File: src/rtl/memory_system_pkg.sv
// Shared types for the memory port arbiter.
//   DATA_WIDTH_DEF : default address/data width
//   state_e        : transaction sequencer states
//   req_id_e       : requester identity (fetch = 0, loader = 1)
//   txn_ctl_t      : control fields latched from the winning request
package memory_system_pkg;

  localparam int DATA_WIDTH_DEF = 32;

  typedef enum logic [1:0] {
    IDLE  = 2'd0,
    ISSUE = 2'd1,
    WAIT  = 2'd2,
    RESP  = 2'd3
  } state_e;

  typedef enum logic {
    REQ_FETCH = 1'b0,
    REQ_LOAD  = 1'b1
  } req_id_e;

  typedef struct packed {
    req_id_e owner;
    logic    we;
  } txn_ctl_t;

endpackage

File: src/rtl/rr_arbiter_2.sv
// Two-way round-robin arbiter.
//   clk, rst_n : clock, asynchronous active-low reset
//   req_i[1:0] : requests, bit 0 = fetch, bit 1 = loader
//   enable_i   : grants are issued only while high
//   gnt_o[1:0] : one-hot grant, combinational from req_i
// last_q remembers the previous winner; on contention the other side wins.
module rr_arbiter_2
  import memory_system_pkg::*;
(
  input  logic       clk,
  input  logic       rst_n,
  input  logic [1:0] req_i,
  input  logic       enable_i,
  output logic [1:0] gnt_o
);

  req_id_e last_q;

  always_comb begin
    gnt_o = 2'b00;
    if (enable_i) begin
      if (req_i == 2'b11) gnt_o = (last_q == REQ_LOAD) ? 2'b01 : 2'b10;
      else                gnt_o = req_i;
    end
  end

  // Reset to loader so that fetch wins the first contention.
  always_ff @(posedge clk or negedge rst_n) begin
    if (!rst_n)      last_q <= REQ_LOAD;
    else if (|gnt_o) last_q <= gnt_o[1] ? REQ_LOAD : REQ_FETCH;
  end

endmodule

File: src/rtl/memory_port_arbiter.sv
// Sequences the single memory_system port between instruction fetch (read
// only) and the loader/debug port (read or write), one access at a time.
//   clk, rst_n          : clock, asynchronous active-low reset
//   fetch_*             : fetch request/grant/read-data return
//   load_*              : loader request/grant/completion return
//   mem_we_o/addr/wdata : registered drives to memory_system
//   mem_rdata_i         : read data, valid READ_LATENCY cycles after address
// Flow: IDLE (grant, latch) -> ISSUE (drive port) -> [WAIT] -> RESP (rvalid).
module memory_port_arbiter
  import memory_system_pkg::*;
#(
  parameter int DATA_WIDTH   = DATA_WIDTH_DEF,
  parameter int MEMORY_DEPTH = 32,
  parameter int READ_LATENCY = 1
) (
  input  logic                  clk,
  input  logic                  rst_n,
  input  logic                  fetch_req_i,
  input  logic [DATA_WIDTH-1:0] fetch_addr_i,
  output logic                  fetch_gnt_o,
  output logic                  fetch_rvalid_o,
  output logic [DATA_WIDTH-1:0] fetch_rdata_o,
  input  logic                  load_req_i,
  input  logic                  load_we_i,
  input  logic [DATA_WIDTH-1:0] load_addr_i,
  input  logic [DATA_WIDTH-1:0] load_wdata_i,
  output logic                  load_gnt_o,
  output logic                  load_rvalid_o,
  output logic [DATA_WIDTH-1:0] load_rdata_o,
  output logic                  mem_we_o,
  output logic [DATA_WIDTH-1:0] mem_addr_o,
  output logic [DATA_WIDTH-1:0] mem_wdata_o,
  input  logic [DATA_WIDTH-1:0] mem_rdata_i
);

  // WAIT counts down from READ_LATENCY-1 so capture lands in N+1+READ_LATENCY.
  localparam logic [1:0] LAT_LOAD = (READ_LATENCY > 0) ? 2'(READ_LATENCY - 1) : 2'd0;

  if (READ_LATENCY < 0 || READ_LATENCY > 3 || MEMORY_DEPTH < 1) begin : g_param_check
    $error("memory_port_arbiter: READ_LATENCY must be 0..3, MEMORY_DEPTH positive");
  end

  state_e                state_q;
  txn_ctl_t              ctl_q;
  logic [1:0]            cnt_q;
  logic                  mem_we_q;
  logic [DATA_WIDTH-1:0] mem_addr_q, mem_wdata_q;
  logic [DATA_WIDTH-1:0] fetch_rdata_q, load_rdata_q;
  logic                  fetch_rvalid_q, load_rvalid_q;
  logic [1:0]            req, gnt;
  logic                  arb_en;
  logic                  cap_now;

  assign req    = {load_req_i, fetch_req_i};
  assign arb_en = (state_q == IDLE);

  rr_arbiter_2 u_arb (
    .clk      (clk),
    .rst_n    (rst_n),
    .req_i    (req),
    .enable_i (arb_en),
    .gnt_o    (gnt)
  );

  // Read data is sampled at the end of ISSUE (zero latency) or the last WAIT cycle.
  assign cap_now = !ctl_q.we &&
                   (((state_q == ISSUE) && (READ_LATENCY == 0)) ||
                    ((state_q == WAIT) && (cnt_q == 2'd0)));

  always_ff @(posedge clk or negedge rst_n) begin
    if (!rst_n) begin
      state_q        <= IDLE;
      ctl_q          <= '0;
      cnt_q          <= 2'd0;
      mem_we_q       <= 1'b0;
      mem_addr_q     <= '0;
      mem_wdata_q    <= '0;
      fetch_rdata_q  <= '0;
      load_rdata_q   <= '0;
      fetch_rvalid_q <= 1'b0;
      load_rvalid_q  <= 1'b0;
    end else begin
      fetch_rvalid_q <= 1'b0;
      load_rvalid_q  <= 1'b0;
      case (state_q)
        IDLE: if (|gnt) begin
          state_q     <= ISSUE;
          ctl_q.owner <= gnt[1] ? REQ_LOAD : REQ_FETCH;
          ctl_q.we    <= gnt[1] & load_we_i;
          mem_we_q    <= gnt[1] & load_we_i;
          mem_addr_q  <= gnt[1] ? load_addr_i : fetch_addr_i;
          mem_wdata_q <= gnt[1] ? load_wdata_i : '0;
        end
        ISSUE: begin
          mem_we_q <= 1'b0;
          if (ctl_q.we) begin
            // Writes always belong to the loader; completion returns zero data.
            state_q       <= RESP;
            load_rvalid_q <= 1'b1;
            load_rdata_q  <= '0;
          end else if (READ_LATENCY == 0) begin
            state_q <= RESP;
          end else begin
            state_q <= WAIT;
            cnt_q   <= LAT_LOAD;
          end
        end
        WAIT: begin
          if (cnt_q == 2'd0) state_q <= RESP;
          else               cnt_q   <= cnt_q - 2'd1;
        end
        RESP:    state_q <= IDLE;
        default: state_q <= IDLE;
      endcase
      if (cap_now) begin
        if (ctl_q.owner == REQ_LOAD) begin
          load_rdata_q  <= mem_rdata_i;
          load_rvalid_q <= 1'b1;
        end else begin
          fetch_rdata_q  <= mem_rdata_i;
          fetch_rvalid_q <= 1'b1;
        end
      end
    end
  end

  assign fetch_gnt_o    = gnt[0];
  assign load_gnt_o     = gnt[1];
  assign fetch_rvalid_o = fetch_rvalid_q;
  assign load_rvalid_o  = load_rvalid_q;
  assign fetch_rdata_o  = fetch_rdata_q;
  assign load_rdata_o   = load_rdata_q;
  assign mem_we_o       = mem_we_q;
  assign mem_addr_o     = mem_addr_q;
  assign mem_wdata_o    = mem_wdata_q;

endmodule
File: config.mk
export PLATFORM = sky130hd
export DESIGN_NAME = memory_port_arbiter
export DESIGN_NICKNAME = d
export VERILOG_FILES = /design/src/rtl/memory_system_pkg.sv /design/src/rtl/rr_arbiter_2.sv /design/src/rtl/memory_port_arbiter.sv
export SDC_FILE = /design/constraint.sdc
export NUM_CORES = 1
export LEC_CHECK = 0
export CORE_ASPECT_RATIO = 0.9
export CORE_MARGIN = 2
export CORE_UTILIZATION = 45
export CTS_BUF_LIST = sky130_fd_sc_hd__clkbuf_4
export DETAILED_ROUTE_END_ITERATION = 10
export PLACE_DENSITY_LB_ADDON = 0.05
export RECOVER_POWER = 100
export SETUP_SLACK_MARGIN = 0.05
export SLEW_MARGIN = 15
export SYNTH_ARGS = -nofsm -noshare
export SYNTH_HDL_FRONTEND = slang
export SYNTH_SLANG_ARGS = --single-unit
File: constraint.sdc
create_clock -name clk -period 5.5 [get_ports clk]
set_clock_uncertainty 0.15 [all_clocks]
set_input_delay 1.65 -clock clk [delete_from_list [all_inputs] [get_ports clk]]
set_output_delay 1.65 -clock clk [all_outputs]
set_load 0.01 [all_outputs]
==> results of run 1 <==
==> cell type report <==
type                    instances  area [sq um]
clock inverters                14           226
clock buffers                  18           135
inverters                      11          41.3
flip-flops and latches        138          3450
well taps                     160           200
multi-input cells             266          1910
repair buffers                274          2690
fillers                       910          3470
==> worst paths after layout <==
path,start,to,slack (ns),cells past startpoint
max in group asynchronous,rst_n,mem_wdata_o[22],1.05,2
worst max-delay path,fetch_req_i,fetch_gnt_o,0.48,4
worst min register to register,u_arb.last_q,u_arb.last_q,0.33,2
worst max register to register,state_q[0],load_rdata_o[29],1.73,8
worst min-delay path,u_arb.last_q,u_arb.last_q,0.33,2
min in group asynchronous,rst_n,load_rdata_o[5],1.84,1
==> cells by family after synthesis <==
logic type	after synthesis	share of synthesized area
multiplexers	34	0.0678
flip-flops	138	0.614
adder cells (fa/ha/maj)	5	0.0111
buffers and inverters	47	0.0454
AND/OR/NAND/NOR	84	0.0645
AO/OA/AOI/OAI	143	0.197
==> critical path, delay by kind of cell <==
| kind | cells | cell delay, ns |
|---|---|---|
| and+or+nand+nor | 2 | 0.32 |
| buffers and inverters | 2 | 1.25 |
==> cells in the final DEF, fill, tap and decap left out, drive strengths merged, types with 2 or more instances in the layout <==
master / instances
a22o: 66
clkdlybuf4s50: 130
o21ai: 2
clkbuf: 25
dfrtp: 137
inv: 11
a21oi: 35
dlygate4sd3: 134
nor2: 3
a22oi: 2
ha: 5
bufinv: 6
buf: 3
nor3: 2
nand2: 75
a41oi: 32
mux2: 33
clkinv: 8
==> state kept, by name, summed over array words and instances, names as in the netlist <==
name	count
load_rvalid_o	1
fetch_rvalid_o	1
cnt_q	2
mem_addr_o	32
ctl_q	2
load_rdata_o	32
mem_we_o	1
state_q	2
u_arb.last_q	1
fetch_rdata_o	32
mem_wdata_o	32
==> routing by layer <==
metal,track usage,wire length (um),vias up
li1,-,-,2184
met1,0.293,6440,2343
met2,0.400,7790,191
met3,0.0900,1530,21
met4,0.0846,268,0
met5,0,0,-
==> power groups by stage <==
| stage | clock (uW) | combinational (uW) | sequential (uW) |
|---|---|---|---|
| final | 815 | 2180 | 1730 |
| after global routing | 877 | 2360 | 1790 |
| after CTS | 833 | 2370 | 1760 |
| after detailed placement | 0 | 2360 | 1770 |
| after global placement | 0 | 2310 | 1750 |
| after floorplan | 0 | 934 | 1950 |
==> through the flow <==
stage / util / cell area (sq um) / power, uW / hold slack (ns)
CTS: 0.718 / 8700 / 4960 / 0.334
detailed placement: 0.688 / 8340 / 4130 / 0.318
finish: 0.714 / 8660 / 4730 / 0.333
floorplan: - / 5630 / 2890 / 0.294
global route: 0.714 / 8660 / 5040 / 0.368
global placement: 0.688 / 8340 / 4060 / 0.312
==> synthesized netlist by cell type, drive strengths merged <==
cell type,n,area [sq um]
nand2,75,284
a21oi,35,179
a41oi,32,280
buf,31,195
nor2b,1,6.26
a211oi,1,7.51
o21ai,2,10.0
a22oi,2,15.0
a22o,66,578
dfrtp,137,3430
mux2i,1,10.0
o2bb2ai,1,8.76
nor3,2,32.5
ha,5,62.6
o22ai,1,6.26
clkbuf,5,18.8
mux2,33,372
dfstp,1,26.3
a32oi,1,8.76
nand2b,1,6.26
inv,11,41.3
nand3,1,10.0
nor3b,1,12.5
nor2,3,11.3
a31oi,1,6.26
o32ai,1,8.76
==> results.cfg, run 1 <==
[run_status]
status = complete, but fails checks
violations = capacitance limit, slew limit

[cells_and_area]
fin_cells = 881
final_nets = 846
diodes = 0
syn2layout_area_growth_pct = 53.9
drive_above_1_share = 0.104

[logic_synthesis]
netlist_instances = 451
synth.avg_cell_area_sq_um = 12.5
netlist_area_sq_mm = 0.00563
ys_seq_area_frac = 0.614
ys_ff_latch = 138
yosys_warnings = 0
netlist-cell-type-count = 33
syn-num-nets = 589

[pwr]
switching_share = 0.344
p_leak_uw = 0.00386
clockPowerShare = 0.172
intPower_uw = 3100
ir_drop_mv = 0.360
p_sw_uw = 1620
combPwrFrac = 0.461
p_per_area_mw_per_mm2 = 546
p_seq_frac = 0.367

[drt]
wl_per_cell_um = 18.2
routed_wl_um = 16000
drcViolationCount = 0
dr.pass1.iters = 5
drt_iter0_markers = 373
avgViaCountPerCell = 5.38
via_count = 4739
final_antenna_net_count = 0

[worst_setup_path]
start_kind = input pin
slowest_delay_ns = 0.66
cp.required_ns = 3.70
cp.arrival_ns = 3.22
path_cells = dlygate4sd3_1 -> nand2_1 -> nor2b_1 -> dlygate4sd3_1
crit_path_frequent_cell = dlygate4sd3_1
crit_path_top_delay_cell = dlygate4sd3_1
path_class = in2out
crit_path_max_fanout = 3
cp-end-kind = output pin

[grt]
globalRouteOverflowTotal = 0
grt_antenna_before_repair = 0
grt_pass1_vias = 4766
grt_pass1_wl_um = 24700
grt_max_degree = 115
grt_usage = 0.242

[clocking]
clk_latency_ns = 0.53
cts_max_path_buffers = 2
cts_buffers = 17
h-tree-depth = 4
cts_tree = done
hold_buffers = 0
post_cts_buffers = 0
clkSlewWorstSetupHoldPaths_ns = 0.12
cts_sinks = 138
clockRootBuffer = clkbuf_4
post_cts_resized = 0

[hold_path]
holdCritPathClass = reg2reg

[place]
place_hpwl_um = 11000
gp_congestion = 0.818
place_ws_ns = 0.588
dp.cells = 849
port_buffers = 265

[sta]
slew_headroom = -0.870
fin_crit_ns = 5.02
timing.fmax_ghz = 0.199
slew_viol_final = 287
finalHoldViolCount = 0
setup_viol = 0
rsz0062_at_grt = no
period_share = 0.913
finalSetupTns_ns = 0
tightest_slew_ns = 2.81
setup_slack_ns = 0.477

[floorplanning]
core_area_sq_mm = 0.0121
fp.dieH_um = 110
die-width_um = 122
die_area_sq_mm = 0.0134
io_pins = 266
rows = 38
start_util = 0.464

[run]
drv_cap = 6
(Power assumes the default switching activity.)
==> run 2: changes to the inputs <==
--- a/config.mk
+++ b/config.mk
@@ -7,7 +7,7 @@
 export LEC_CHECK = 0
 export CORE_ASPECT_RATIO = 0.9
 export CORE_MARGIN = 2
-export CORE_UTILIZATION = 45
+export CORE_UTILIZATION = 42
 export CTS_BUF_LIST = sky130_fd_sc_hd__clkbuf_4
 export DETAILED_ROUTE_END_ITERATION = 10
 export PLACE_DENSITY_LB_ADDON = 0.05
==> constraint.sdc (replaced) <==
create_clock -name clk -period 5.69 [get_ports clk]
set_clock_uncertainty 0.15 [all_clocks]
set_input_delay 1.707 -clock clk [delete_from_list [all_inputs] [get_ports clk]]
set_output_delay 1.707 -clock clk [all_outputs]
set_load 0.01 [all_outputs]
==> run 2 against run 1 <==
  * The flow still finishes with violations (capacitance limit, slew limit)
  * Critical path depth unchanged
  * Worst hold slack worse by 0.0050 ns
  * Global-route usage down 2.7 points
  * Setup slack better by 0.075 ns
  * Cell count up 0.91%
  * Total power down 6.7%
  * Core utilization down 6.4 points
  * First-iteration DRC count down 27%
  * Count of clock-buffer cells in the layout up 1
  * Critical endpoint unchanged
  * Largest power group unchanged
==> results.cfg, run 2 (synthesized netlist as in run 1, its figures left out) <==
[grt]
globalRouteOverflowTotal = 0
grt_max_degree = 112
grt_pass1_wl_um = 24200
grt_antenna_before_repair = 0
grt_usage = 0.215
grt_pass1_vias = 4693

[pwr]
ir_drop_mv = 0.220
clockPowerShare = 0.149
combPwrFrac = 0.472
p_sw_uw = 1540
intPower_uw = 2870
p_per_area_mw_per_mm2 = 514
p_leak_uw = 0.00382
p_seq_frac = 0.379
switching_share = 0.350

[cells_and_area]
drive_above_1_share = 0.101
layout_commonest_cell = dfrtp_1
final_nets = 846
diodes = 0
syn2layout_area_growth_pct = 52.6
mostFrequentLayoutCells = 137 x dfrtp_1, 134 x dlygate4sd3_1, 130 x clkdlybuf4s50_1
multi_input_area_sq_mm = 0.00189
fillers = 1057
seqCellArea_sq_mm = 0.00345

[floorplanning]
rows = 40
io_pins = 266
die_area_sq_mm = 0.0143
fp.dieH_um = 114
start_util = 0.426
core_area_sq_mm = 0.0132
die-width_um = 126

[run_status]
status = complete, but fails checks
violations = capacitance limit, slew limit

[run]
drv_cap = 7

[place]
place_ws_ns = 0.647
place_hpwl_um = 10600
gp_congestion = 0.758
port_buffers = 265

[worst_setup_path]
cp.arrival_ns = 3.28
start_kind = input pin
cp-end-kind = output pin
cp.required_ns = 3.83
crit_path_max_fanout = 3
path_class = in2out

[clocking]
post_cts_resized = 0
post_cts_buffers = 0
clkSlewWorstSetupHoldPaths_ns = 0.11
cts_sinks = 138
hold_buffers = 0
cts_tree = done
clockRootBuffer = clkbuf_4
clk_latency_ns = 0.53
h-tree-depth = 4
cts_max_path_buffers = 2
cts_buffers = 17

[sta]
setup_slack_ns = 0.552
setup_viol = 0
finalHoldViolCount = 0
fin_crit_ns = 5.14
timing.fmax_ghz = 0.195
rsz0062_at_grt = no
finalHoldWorstSlack_ns = 0.328
tightest_slew_ns = 2.71
slew_viol_final = 249
period_share = 0.903
slew_headroom = -0.808
finalSetupTns_ns = 0

[drt]
dr.pass1.iters = 4
wl_per_cell_um = 17.5
avgViaCountPerCell = 5.26
via_count = 4672
drt_iter0_markers = 273
final_antenna_net_count = 0
drcViolationCount = 0
routed_wl_um = 15500

[hold_path]
holdCritPathClass = reg2reg
## run 2: worst paths after layout
| path | startpoint | to | slack [ns] | depth (start not counted) |
|---|---|---|---|---|
| worst min-delay path | u_arb.last_q | u_arb.last_q | 0.33 | 2 |
| min in group asynchronous | rst_n | load_rdata_o[9] | 1.84 | 1 |
| max in group asynchronous | rst_n | mem_wdata_o[17] | 1.12 | 2 |
| worst max register to register | state_q[0] | load_rdata_o[19] | 1.97 | 8 |
| worst max-delay path | fetch_req_i | fetch_gnt_o | 0.55 | 4 |
| worst min register to register | u_arb.last_q | u_arb.last_q | 0.33 | 2 |
## run 2: power groups by stage
stage | Combinational (uW) | Clock, uW | Sequential (uW)
after floorplan | 903 | 0 | 1890
after global placement | 2230 | 0 | 1700
after detailed placement | 2280 | 0 | 1710
after CTS | 2280 | 683 | 1700
after global routing | 2250 | 730 | 1730
final | 2080 | 655 | 1670
## run 2: stage by stage
stage,instance area [sq um],util,std cells,total power (uW)
after floorplan,5630,-,451,2790
after global routing,8580,0.650,889,4710
after global placement,8350,0.632,857,3930
final,8580,0.650,889,4410
after CTS,8650,0.654,889,4660
after detailed placement,8350,0.632,857,3990
## run 2: metal layers
metal | wire, um | track usage
met3 | 1390 | 0.0896
met1 | 6510 | 0.271
met5 | 0 | 0
met4 | 270 | 0.0769
met2 | 7360 | 0.337
## run 2: cell type report
class | count | share of cell area
well taps | 168 | 0.0245
repair buffers | 274 | 0.314
clock inverters | 13 | 0.0175
inverters | 11 | 0.00481
flip-flops and latches | 138 | 0.402
clock buffers | 19 | 0.0166
multi-input cells | 266 | 0.220
## run 2: worst max-delay path, cell delays in order
cell and delay [ns]:
dlygate4sd3_1 0.58, nand2_1 0.10, nor2b_1 0.22, dlygate4sd3_1 0.67
==> run 3: changes to the inputs <==
--- a/config.mk
+++ b/config.mk
@@ -12,6 +12,7 @@
 export DETAILED_ROUTE_END_ITERATION = 10
 export PLACE_DENSITY_LB_ADDON = 0.05
 export RECOVER_POWER = 100
+export REMOVE_ABC_BUFFERS = 1
 export SETUP_SLACK_MARGIN = 0.05
 export SLEW_MARGIN = 15
 export SYNTH_ARGS = -nofsm -noshare
==> run 3 against run 2 <==
  * Cell count fell by 0.11%
  * The run still ends with capacitance limit, slew limit left
  * Flip-flop and latch count did not move
  * Worst hold slack improved by 0.0043 ns
  * Sequential power barely moved
  * Sequential share of layout area barely moved
  * Register-to-register slack got worse by 0.04 ns
==> results.cfg, run 3 (synthesized netlist as in run 1, its figures left out) <==
[sta]
fin_crit_ns = 5.12
finalHoldViolCount = 0
setup_slack_ns = 0.569
period_share = 0.900
slew_viol_final = 243
rsz0062_at_grt = no
slew_headroom = -0.699
tightest_slew_ns = 2.55
setup_viol = 0
timing.fmax_ghz = 0.195
finalSetupTns_ns = 0

[run_status]
status = complete, but fails checks
violations = capacitance limit, slew limit

[cells_and_area]
diodes = 0
mostFrequentLayoutCells = 137 x dfrtp_1, 134 x dlygate4sd3_1, 130 x clkdlybuf4s50_1
final_nets = 846
layout_commonest_cell = dfrtp_1
drive_above_1_share = 0.103
syn2layout_area_growth_pct = 52.7

[clocking]
cts_max_path_buffers = 2
clk_latency_ns = 0.53
hold_buffers = 0
clkSlewWorstSetupHoldPaths_ns = 0.10
h-tree-depth = 4
cts_buffers = 17
cts_sinks = 138
post_cts_resized = 0
cts_tree = done
post_cts_buffers = 0
clockRootBuffer = clkbuf_4

[floorplanning]
die-width_um = 126
io_pins = 266
core_area_sq_mm = 0.0132
die_area_sq_mm = 0.0143
rows = 40
fp.dieH_um = 114
start_util = 0.426

[run]
drv_cap = 5

[worst_setup_path]
path_cells = dlygate4sd3_1 -> nand2_1 -> nand3_1 -> inv_2 -> dlygate4sd3_1
timing.rr.start = state_q[0]
r2r_slack_ns = 1.93
crit_path_max_fanout = 3
crit_path_frequent_cell = dlygate4sd3_1
cp.arrival_ns = 3.26
slowest_delay_ns = 0.63
start_kind = input pin
endpoint = load_gnt_o
r2r_end = load_rdata_o[28]
path_class = in2out
cp-end-kind = output pin
crit_path_top_delay_cell = dlygate4sd3_1
critPathLaunch = fetch_req_i
cp.required_ns = 3.83
r2r_cells = 8

[pwr]
ir_drop_mv = 0.284
p_per_area_mw_per_mm2 = 515
clockPowerShare = 0.145
combPwrFrac = 0.476
p_leak_uw = 0.00381
p_sw_uw = 1570
p_seq_frac = 0.378
switching_share = 0.354
intPower_uw = 2860

[place]
port_buffers = 265
place_hpwl_um = 10900
gp_congestion = 0.794
place_ws_ns = 0.665

[grt]
grt_antenna_before_repair = 0
globalRouteOverflowTotal = 0
grt_pass1_wl_um = 24800
grt_max_degree = 106
grt_usage = 0.221
grt_pass1_vias = 4690

[drt]
final_antenna_net_count = 0
avgViaCountPerCell = 5.35
dr.pass1.iters = 5
via_count = 4750
drcViolationCount = 0
wl_per_cell_um = 17.7
drt_iter0_markers = 293
routed_wl_um = 15700

[hold_path]
hold_path_startpoint = u_arb.last_q
holdCritPathClass = reg2reg
[run 3: layer usage]
| layer | track usage | share of wire | up-vias |
|---|---|---|---|
| met4 | 0.0791 | 0.012 | 0 |
| met2 | 0.357 | 0.50 | 188 |
| li1 | - | - | 2188 |
| met3 | 0.0643 | 0.065 | 13 |
| met5 | 0 | 0 | - |
| met1 | 0.288 | 0.43 | 2361 |
[run 3: power groups by stage]
| stage | combinational [uW] | clock [uW] | sequential, uW |
|---|---|---|---|
| 5_1_grt | 2270 | 712 | 1730 |
| 2_1_floorplan | 812 | 0 | 1900 |
| 3_5_place_dp | 2300 | 0 | 1710 |
| 4_1_cts | 2300 | 666 | 1700 |
| 3_3_place_gp | 2240 | 0 | 1700 |
| 6_report | 2110 | 643 | 1670 |
[run 3: cell type report]
class	instances	area, sq um
Fill cell	1044	4620
Clock buffer	17	128
Timing Repair Buffer	274	2690
Multi-Input combinational cell	266	1910
Sequential cell	138	3450
Inverter	11	41.3
Clock inverter	14	156
Tap cell	168	210
[run 3: critical path: cells and delay by family]
kind,cells,cell delay (ns)
and+or+nand+nor,2,0.24
buffers and inverters,3,1.32
[run 3: worst min-delay path by stage]
| stage | to | cells past startpoint |
|---|---|---|
| 3_3_place_gp | u_arb.last_q | 2 |
| 6_report | u_arb.last_q | 2 |
| 5_1_grt | u_arb.last_q | 2 |
| 2_1_floorplan | u_arb.last_q | 2 |
| 4_1_cts | u_arb.last_q | 2 |
| 3_5_place_dp | u_arb.last_q | 2 |
[run 3: stage by stage]
step           std cells  utilization  instance area [sq um]  hold WS (ns)  power [uW]
5_1_grt              888        0.650                   8590         0.352        4710
4_1_cts              888        0.654                   8640         0.340        4660
2_1_floorplan        415            -                   5410         0.294        2710
6_report             888        0.650                   8590         0.333        4420
3_5_place_dp         857        0.632                   8350         0.323        4010
3_3_place_gp         857        0.632                   8350         0.311        3940
